$ cat src/rtl/pll_freq_check.sv
// PLL frequency checker: counts synchronised rising edges of a PLL-domain toggle over a
// fixed reference-clock gate window and drives pass/fail LEDs. Optional: FREQCHK_STICKY_FAIL_EN.
module pll_freq_check #(
  parameter int     GATE_CYCLES = 12000000,
  parameter int     COUNT_W     = 24,
  parameter longint LO_LIMIT    = 0,
  parameter longint HI_LIMIT    = (longint'(1) << COUNT_W) - 1
) (
  input  logic               i_clock,
  input  logic               i_resetn,
  input  logic               i_tick,
  output logic [COUNT_W-1:0] o_count,
  output logic               o_valid,
  output logic               o_2LEDA,
  output logic               o_2LEDB
);

  localparam int GATE_W = $clog2(GATE_CYCLES);
  localparam logic [GATE_W-1:0]  GATE_LAST = GATE_W'(GATE_CYCLES - 1);
  localparam logic [COUNT_W-1:0] CNT_MAX   = '1;
  localparam logic [COUNT_W-1:0] LO        = LO_LIMIT[COUNT_W-1:0];
  localparam logic [COUNT_W-1:0] HI        = HI_LIMIT[COUNT_W-1:0];

  typedef enum logic [0:0] {WARMUP, MEASURE} state_t;

  state_t              state;
  logic [1:0]          warm_cnt;
  logic                s1, s2, h;
  logic [GATE_W-1:0]   gate;
  logic [COUNT_W-1:0]  edge_cnt;
`ifdef FREQCHK_STICKY_FAIL_EN
  logic                sticky;
`endif

  logic                tick_edge;
  logic [COUNT_W-1:0]  final_cnt;
  logic [COUNT_W:0]    lo_diff, hi_diff;
  logic                in_range;

  // Saturating count including this cycle's edge; range test by borrow bits so that
  // full-scale limits never produce constant comparisons.
  always_comb begin
    tick_edge = s2 & ~h;
    final_cnt = edge_cnt;
    if (tick_edge && (edge_cnt != CNT_MAX))
      final_cnt = edge_cnt + COUNT_W'(1);
    lo_diff  = {1'b0, final_cnt} - {1'b0, LO};
    hi_diff  = {1'b0, HI} - {1'b0, final_cnt};
    in_range = ~lo_diff[COUNT_W] & ~hi_diff[COUNT_W];
  end

  always_ff @(posedge i_clock or negedge i_resetn) begin
    if (!i_resetn) begin
      state    <= WARMUP;
      warm_cnt <= '0;
      s1       <= 1'b0;
      s2       <= 1'b0;
      h        <= 1'b0;
      gate     <= '0;
      edge_cnt <= '0;
      o_count  <= '0;
      o_valid  <= 1'b0;
      o_2LEDA  <= 1'b0;
      o_2LEDB  <= 1'b0;
`ifdef FREQCHK_STICKY_FAIL_EN
      sticky   <= 1'b0;
`endif
    end else begin
      s1      <= i_tick;
      s2      <= s1;
      h       <= s2;
      o_valid <= 1'b0;
      case (state)
        WARMUP: begin
          warm_cnt <= warm_cnt + 2'd1;
          if (warm_cnt == 2'd2) begin
            state    <= MEASURE;
            gate     <= '0;
            edge_cnt <= '0;
          end
        end
        MEASURE: begin
          if (gate == GATE_LAST) begin
            o_count  <= final_cnt;
            o_valid  <= 1'b1;
            gate     <= '0;
            edge_cnt <= '0;
`ifdef FREQCHK_STICKY_FAIL_EN
            if (!in_range || sticky) begin
              sticky  <= 1'b1;
              o_2LEDA <= 1'b0;
              o_2LEDB <= 1'b1;
            end else begin
              o_2LEDA <= 1'b1;
              o_2LEDB <= 1'b0;
            end
`else
            o_2LEDA  <= in_range;
            o_2LEDB  <= ~in_range;
`endif
          end else begin
            gate     <= gate + GATE_W'(1);
            edge_cnt <= final_cnt;
          end
        end
      endcase
    end
  end

endmodule
$ cat config.mk
export PLATFORM = sky130hd
export DESIGN_NAME = pll_freq_check
export DESIGN_NICKNAME = d
export VERILOG_FILES = /design/src/rtl/pll_freq_check.sv
export SDC_FILE = /design/constraint.sdc
export NUM_CORES = 1
export LEC_CHECK = 0
export ABC_AREA = 0
export CAP_MARGIN = 30
export CORE_ASPECT_RATIO = 0.8
export CORE_MARGIN = 1
export CORE_UTILIZATION = 60
export CTS_CLUSTER_DIAMETER = 200
export DETAILED_ROUTE_END_ITERATION = 8
export DONT_BUFFER_PORTS = 1
export PLACE_DENSITY = 0.88
export SETUP_SLACK_MARGIN = 0.05
export SYNTH_ARGS = -nofsm -noshare
export SYNTH_HDL_FRONTEND = slang
export SYNTH_SLANG_ARGS = --single-unit
$ cat constraint.sdc
create_clock -name i_clock -period 7.65 [get_ports i_clock]
set_clock_uncertainty 0.15 [all_clocks]
set_input_delay 0.3825 -clock i_clock [delete_from_list [all_inputs] [get_ports i_clock]]
set_output_delay 0.3825 -clock i_clock [all_outputs]
set_load 0.05 [all_outputs]
==> results.txt, run 1 <==
The global placer's final weighted congestion came out at 0.878. For this run, design rule violations remaining after detail routing come to 0. The core footprint came out at 6960 sq um. The number of antenna diodes came out at 0.

In this run the worst hold path is classified as reg -> reg. The area of all placed cells without fillers came out at 4570 sq um. The number of buffers created by CTS came out at 9.

TritonCTS built the clock tree. The largest net degree at the start of global routing is 81. The global-route wire length before repair came out at 17000 microns.

The ratio of cells with drive above 1 in the final layout is 0.0671. Setup repair after global routing left no endpoint under its margin. The total count of max-transition violations in the final report is 0. The number of violations reported at the end of detailed-routing iteration 0 is 398.

The clock sink count came out at 80. The number of rows in the core area is 27. The gate count after technology mapping came out at 471.

The count of final setup violators came out at 0. The number of antenna violations at the first check in global routing is 0. The maximum number of buffers from clock root to sink is 2. The met3 track demand over resource in global routing is 0.0712. In the global route stage, overall resource usage came out at 0.282. After synthesis, the mean cell area works out to 9.24 sq um.

The number of warnings reported in the yosys synthesis log came out at 0. After routing, the total negative slack on setup checks comes to 0 ns. The clock input transition at the sequential cells of the worst setup and hold paths came out at 0.08 ns. The share of the Yosys chip area taken by registers is 0.460. The most common cell type on the critical path is nand3_1.

The busiest layer in global routing is met2. The net total in the final layout came out at 463. Compared with the post-synthesis result, the final layout area differs by 4.94%. The worst-path maximum fanout is 39. The commonest non-fill, non-tap cell in the layout is dfrtp_1. The number of hold violations in the final report is 0. The most frequently used flop master after synthesis is dfrtp_1. The remaining number of nets flagged by the antenna check after routing came out at 0. The die area came out at 7600 sq um. The power density of the placed cells is 169 nW/um^2.

The tree is rooted in a clkbuf_8. The worst IR drop on VDD is 124 uV. The met2 demand-to-capacity share in global routing is 0.444. The largest incremental delay on the critical path came out at 0.72 ns. The instance area at placement came out at 4360 sq um. The height of the die came out at 78.2 microns. For this design, the slowest cell found on the critical path is nand3_2. In this run the static leakage power is 1.91 nW. The count of filler cells inserted in the layout came out at 554. The fraction of met1 tracks used by global routing is 0.382.

The via count of the first global-routing pass is 3491. The worst slew margin relative to its limit came out at 0.341. Counting flops and latches in the post-synthesis netlist gives 80. The count of different cell masters after synthesis came out at 58. Counting flops with a built-in enable in the synthesized netlist gives 0.

The detailed router placed 3778 vias in this run. The run finished with clean final reports. The proportion of register bits with asynchronous set or reset after synthesis came out at 1.00. The HPWL after detailed placement came out at 6780 microns. The horizontal die dimension is 97.2 microns. The time the worst path needs with I/O delays and setup came out at 3.16 ns. At the worst endpoint, the arrival time is 3.31 ns. The post-synth design cell area came out at 4350 sq um.

The initial cell density of the core came out at 0.625. The average vias per placed instance is 6.88. The library cells used most frequently in the layout, excluding fill and tap cells, are 80 x dfrtp_1, 53 x nand2_1, 34 x nand3_1. The H-tree depth is 3.

The max-capacitance violation count is 0. The worst setup path is captured at a flop. The first-pass iteration count of the detailed router is 4. The post-route total power came out at 0.771 mW.

The critical path goes through ha_1 > nand3_1 > nor3_1 > nand3_2 > or4_1 > nand3_1. Dividing the final minimum period by the clock period gives 0.413. The number of instances resized during post-cts repair came out at 0. The total overflow left after global routing is 0. Synthesis produced a netlist with a net count of 477. The number of I/O port buffers came out at 0. The number of ports placed on the die boundary came out at 30. The worst setup path is of the reg -> reg kind. The routed wirelength normalized by instance count came out at 18.6 microns. At the pin with the least slew margin, the transition time is 0.985 ns. The category of the worst setup path launch point is a flop. The fmax is 316 MHz. STA puts the critical path data required time at 7.80 ns. Summed over all layers, the routed wires come to 10200 microns. The clock network latency to the later pin of the worst-skew pair is 0.36 ns.
==> worst paths after layout <==
kind / startpoint / endpoint / slack [ns] / cells after the start
max in group asynchronous: i_resetn / edge_cnt[20] / 6.62 / 2
min in group asynchronous: i_resetn / o_count[13] / 0.43 / 2
hold reg to reg: s1 / s2 / 0.20 / 0
hold / removal: s1 / s2 / 0.20 / 0
setup reg to reg: gate[0] / o_count[4] / 4.49 / 6
setup / recovery: gate[0] / o_count[4] / 4.49 / 6
==> routing by layer <==
| layer | part of all wire | up-vias |
|---|---|---|
| met5 | 0 | - |
| met4 | 0.018 | 0 |
| met3 | 0.085 | 22 |
| met2 | 0.47 | 211 |
| met1 | 0.43 | 1797 |
| li1 | - | 1748 |
==> per-stage QoR <==
step / setup slack, ns / util / instances / hold slack (ns)
after CTS: 4.43 / 0.656 / 549 / 0.197
after floorplan: 5.24 / - / 471 / -0.0631
after global placement: 4.63 / 0.622 / 529 / -0.0618
after global routing: 4.20 / 0.656 / 549 / 0.194
final: 4.49 / 0.656 / 549 / 0.198
after detailed placement: 4.46 / 0.626 / 530 / -0.0616
==> power by group <==
part,internal (mW),total (mW),switching [mW]
clock,0.117,0.271,0.154
sequential,0.434,0.454,0.0197
combinational,0.0185,0.0458,0.0273
==> critical path, delay by kind of cell (launching register included) <==
family                   cells  cell delay [ns]
AND/OR/NAND/NOR              5             2.28
flip-flops                   1             0.43
adder cells (fa/ha/maj)      1             0.23
==> repair_timing <==
item                                   4_1_cts  5_1_grt
endpoints found under the hold margin       81        0
setup buffers                                0        0
hold buffers                                 3        0
==> state kept, by name (all words and copies together) (netlist names) <==
name,flops
edge_cnt,24
gate,24
h,1
o_2LEDA,1
o_count,24
o_valid,1
s1,1
s2,1
state,1
warm_cnt,2
==> layout make-up <==
type / instances / area, sq um / area share
multi-input cells: 351 / 2170 / 0.475
flip-flops and latches: 80 / 2000 / 0.438
clock buffers: 11 / 131 / 0.0288
well taps: 87 / 109 / 0.0238
repair buffers: 6 / 90.1 / 0.0197
clock inverters: 5 / 33.8 / 0.00740
inverters: 9 / 33.8 / 0.00740
==> synthesized netlist by cell type, types with 4 or more instances <==
master     n  share of area
o21ai_0   32          0.037
a21o_1     5         0.0086
or4_1     11          0.019
o211ai_1   9          0.016
and3_1    11          0.016
and4_1     5          0.010
nand4_1   15          0.022
clkbuf_1  17          0.015
nand2_1   53          0.046
inv_1      9         0.0078
mux2i_1    4         0.0092
dfrtp_1   80           0.46
xnor2_1   15          0.030
a21oi_1   23          0.026
o21ai_1    4         0.0046
nor4_1    10          0.014
nand2b_1   9          0.013
buf_2      7         0.0080
o31ai_1    5         0.0086
nand3_1   34          0.039
nor3_1    11          0.013
nor2b_1    4         0.0057
nor2_1    12          0.010
a41oi_1    6          0.012
a31oi_1   27          0.039
==> kinds of logic after synthesis <==
logic type,after synthesis,share of synthesized area
other cells,1,0.000861
mux,5,0.0118
buf+inv,40,0.0446
fa+ha+maj,3,0.00862
flops,80,0.460
simple gates,193,0.245
xor+xnor,15,0.0302
compound gates,134,0.199
Note: power is estimated with default switching activity, not from simulation.
==> run 2: changes to the inputs <==
--- a/config.mk
+++ b/config.mk
@@ -9,11 +9,11 @@
 export CAP_MARGIN = 30
 export CORE_ASPECT_RATIO = 0.8
 export CORE_MARGIN = 1
-export CORE_UTILIZATION = 60
+export CORE_UTILIZATION = 57
 export CTS_CLUSTER_DIAMETER = 200
 export DETAILED_ROUTE_END_ITERATION = 8
 export DONT_BUFFER_PORTS = 1
-export PLACE_DENSITY = 0.88
+export PLACE_DENSITY = 0.87
 export SETUP_SLACK_MARGIN = 0.05
 export SYNTH_ARGS = -nofsm -noshare
 export SYNTH_HDL_FRONTEND = slang
==> constraint.sdc (replaced) <==
create_clock -name i_clock -period 2.8 [get_ports i_clock]
set_clock_uncertainty 0.15 [all_clocks]
set_input_delay 0.14 -clock i_clock [delete_from_list [all_inputs] [get_ports i_clock]]
set_output_delay 0.14 -clock i_clock [all_outputs]
set_load 0.05 [all_outputs]
==> run 2 against run 1 <==
  * Wire length grew 0.96%
  * Design area grew 3.0%
  * Fmax grew 21%
  * Cell count grew 5.8%
  * Count of clock-buffer cells in the layout shrank 2
  * Global-route usage is essentially flat
  * Combinational power grew to 2.8 times the previous value
  * Via count grew 2.5%
  * Critical path depth shrank 1
  * Total power grew to 2.8 times the previous value
  * Register-to-register slack lost 4.3 ns
  * Critical path type unchanged
  * Largest power group unchanged
==> results.txt, run 2 (synthesized netlist as in run 1, its figures left out) <==
The HPWL after detailed placement came to 6940 microns (+2.2%). The power density of the placed cells is 459 nW/um^2 (+170%). The number of antenna violations at the first check in global routing came out at 0 (unchanged). The pre-CTS setup slack came to 0.223 ns (-4.24 ns).

The static leakage came out at 1.98 nW (+3.4%). The number of antenna diodes is 0 (unchanged). The average vias per placed instance came out at 6.67 (-3.1%). The relative area change from synthesis to final layout came out at 8.05%. The number of hold violations in the final report came out at 0 (unchanged). The slew at the pin closest to its max-slew limit is 0.780 ns (-0.204 ns). The routed wirelength normalized by instance count was 17.7 microns (-4.6%). The overall overflow remaining after global route is 0 (unchanged). The net total in the final layout is 477 (+3.0%). The number of buffers created by CTS came out at 9 (unchanged).

Leaving out fill and tap cells, the most frequent cells in the layout are 80 x dfrtp_1, 53 x nand2_1, 34 x nand3_1. The global-route wire length before repair was 17400 microns (+1.8%). The number of violations reported at the end of detailed-routing iteration 0 came to 367 (-7.8%). The global routing usage summed across all routing layers came out at 0.282 (about the same). The total count of max-transition violations in the final report was 0 (unchanged). The maximum number of buffers from clock root to sink came to 2 (unchanged). The worst IR drop on VDD was 264 uV (+110%). The setup TNS was 0 ns (unchanged). The count of final setup violators came out at 0 (unchanged). TritonCTS built the clock tree. The first-pass iteration count of the detailed router is 7 (+3). In this run the clock root is driven by a clkbuf_8. The post-route total power is 2.16 mW (+180%). The largest net degree at the start of global routing is 81 (unchanged). The die area was 7990 sq um (+5.1%). The cell count of the worst reg-to-reg path is 5 (-1).

In the final layout, the registers with the most flip-flops are edge_cnt x24, gate x24, o_count x24. The area of all placed cells without fillers is 4700 sq um (+3.0%). The fmax was 384 MHz (+21%). The total vias in the final route came to 3874 (+2.5%). The sort of element at the end of the critical path is a flop. The endpoint arrival time on the critical path came to 2.76 ns (-0.55 ns). The horizontal die dimension came out at 99.7 microns (+2.5%). The clock sink count came out at 80 (unchanged). The worst slew margin relative to its limit is 0.478 (+0.137).

The height of the die came out at 80.2 microns (+2.5%). The time the worst path needs with I/O delays and setup is 2.61 ns (-0.558 ns). The post-detailed-route DRC marker count came out at 0 (unchanged). The final routed wirelength across all metal layers is 10300 microns (+0.96%). The worst setup slack after layout was 0.195 ns (-4.29 ns). The number of ports placed on the die boundary was 30 (unchanged).

The most critical setup path has its startpoint at gate[19]. STA classifies the critical path startpoint as a flop. The max-capacitance violation count was 0 (unchanged).

The data required time of the critical path was 2.95 ns (-4.85 ns). The register-to-register path setup slack came to 0.19 ns (-4.29 ns). The core footprint is 7390 sq um (+6.2%).

The H-tree depth came to 3 (unchanged). The ratio of final minimum period to clock period came out at 0.930 (+0.517). The worst reg2reg path endpoint is o_count[13]. The instance area at placement was 4480 sq um (+2.8%).

In this run the worst hold path is classified as in -> async. The clock input transition at the sequential cells of the worst setup and hold paths is 0.09 ns (about the same). The number of instances resized during post-cts repair came out at 0 (unchanged).

The worst slack on hold paths is 0.178 ns (-0.0206 ns). The global placer's final weighted congestion is 0.901 (+2.6%). The commonest non-fill, non-tap cell in the layout is dfrtp_1. The ratio of cells with drive above 1 in the final layout is 0.0987 (+0.0316). Setup repair after global routing left no endpoint under its margin. The worst register-to-register path begins at gate[19]. The remaining number of nets flagged by the antenna check after routing came out at 0 (unchanged). The clock network latency to the later pin of the worst-skew pair came out at 0.36 ns (about the same). The initial cell density of the core came out at 0.589 (-0.0366). The via count of the first global-routing pass came to 3554 (+1.8%).

The worst-path maximum fanout is 11 (-72%). The number of rows in the core area came to 28 (+3.7%). The number of I/O port buffers came out at 0 (unchanged). The worst setup path is of the reg -> reg kind. The run finished with clean final reports.
run 2: cell types whose count changed in the layout (fill, tap and decap cells not counted), sizes merged:
cell,change
clkbuf,-2
clkinvlp,+2
clkinv,-2
buf,+14
inv,+2
run 2: what timing repair did:
item | 4_1_cts | 5_1_grt
endpoints found under the hold margin | 81 | 0
setup buffers | 0 | 0
hold buffers | 3 | 0
run 2: report_power, final:
part | internal (mW) | leakage, nW | switching [mW]
Combinational | 0.0531 | 0.829 | 0.0746
Sequential | 1.19 | 1.07 | 0.0537
Clock | 0.329 | 0.0785 | 0.462
Total | 1.57 | 1.98 | 0.590
run 2: final cells by class:
class | instances | area [sq um]
sequential | 80 | 2000
inverter | 9 | 33.8
fill | 581 | 2690
clock inverter | 7 | 56.3
tap | 105 | 131
multi-input combinational | 351 | 2170
clock buffer | 9 | 124
timing repair buffer | 20 | 188
run 2: layer usage:
metal  vias to the layer above  routed length [microns]  GRT usage
li1                       1790                        -          -
met1                      1839                     4440      0.384
met2                       218                     4710      0.430
met3                        27                      927     0.0618
met4                         0                      213      0.129
met5                         -                        0          0
run 2: metrics by stage:
stage                     instances  utilization
after floorplan                 471            -
after global placement          562        0.605
after detailed placement        562        0.605
after CTS                       581        0.636
after global routing            581        0.636
final                           581        0.636
run 2: worst max path at each step:
stage,endpoint,depth (start not counted)
floorplan,edge_cnt[5],7
global placement,o_count[8],5
detailed placement,o_count[8],5
CTS,o_count[8],5
global route,o_count[4],5
finish,o_count[13],5
run 2: worst max-delay path, stage by stage, from the launching register on:
cell and delay [ns]:
dfrtp_1 0.44, or4b_4 0.59, nor4_4 0.42, nand3_2 0.27
or4_1 0.58, nand3_1 0.10
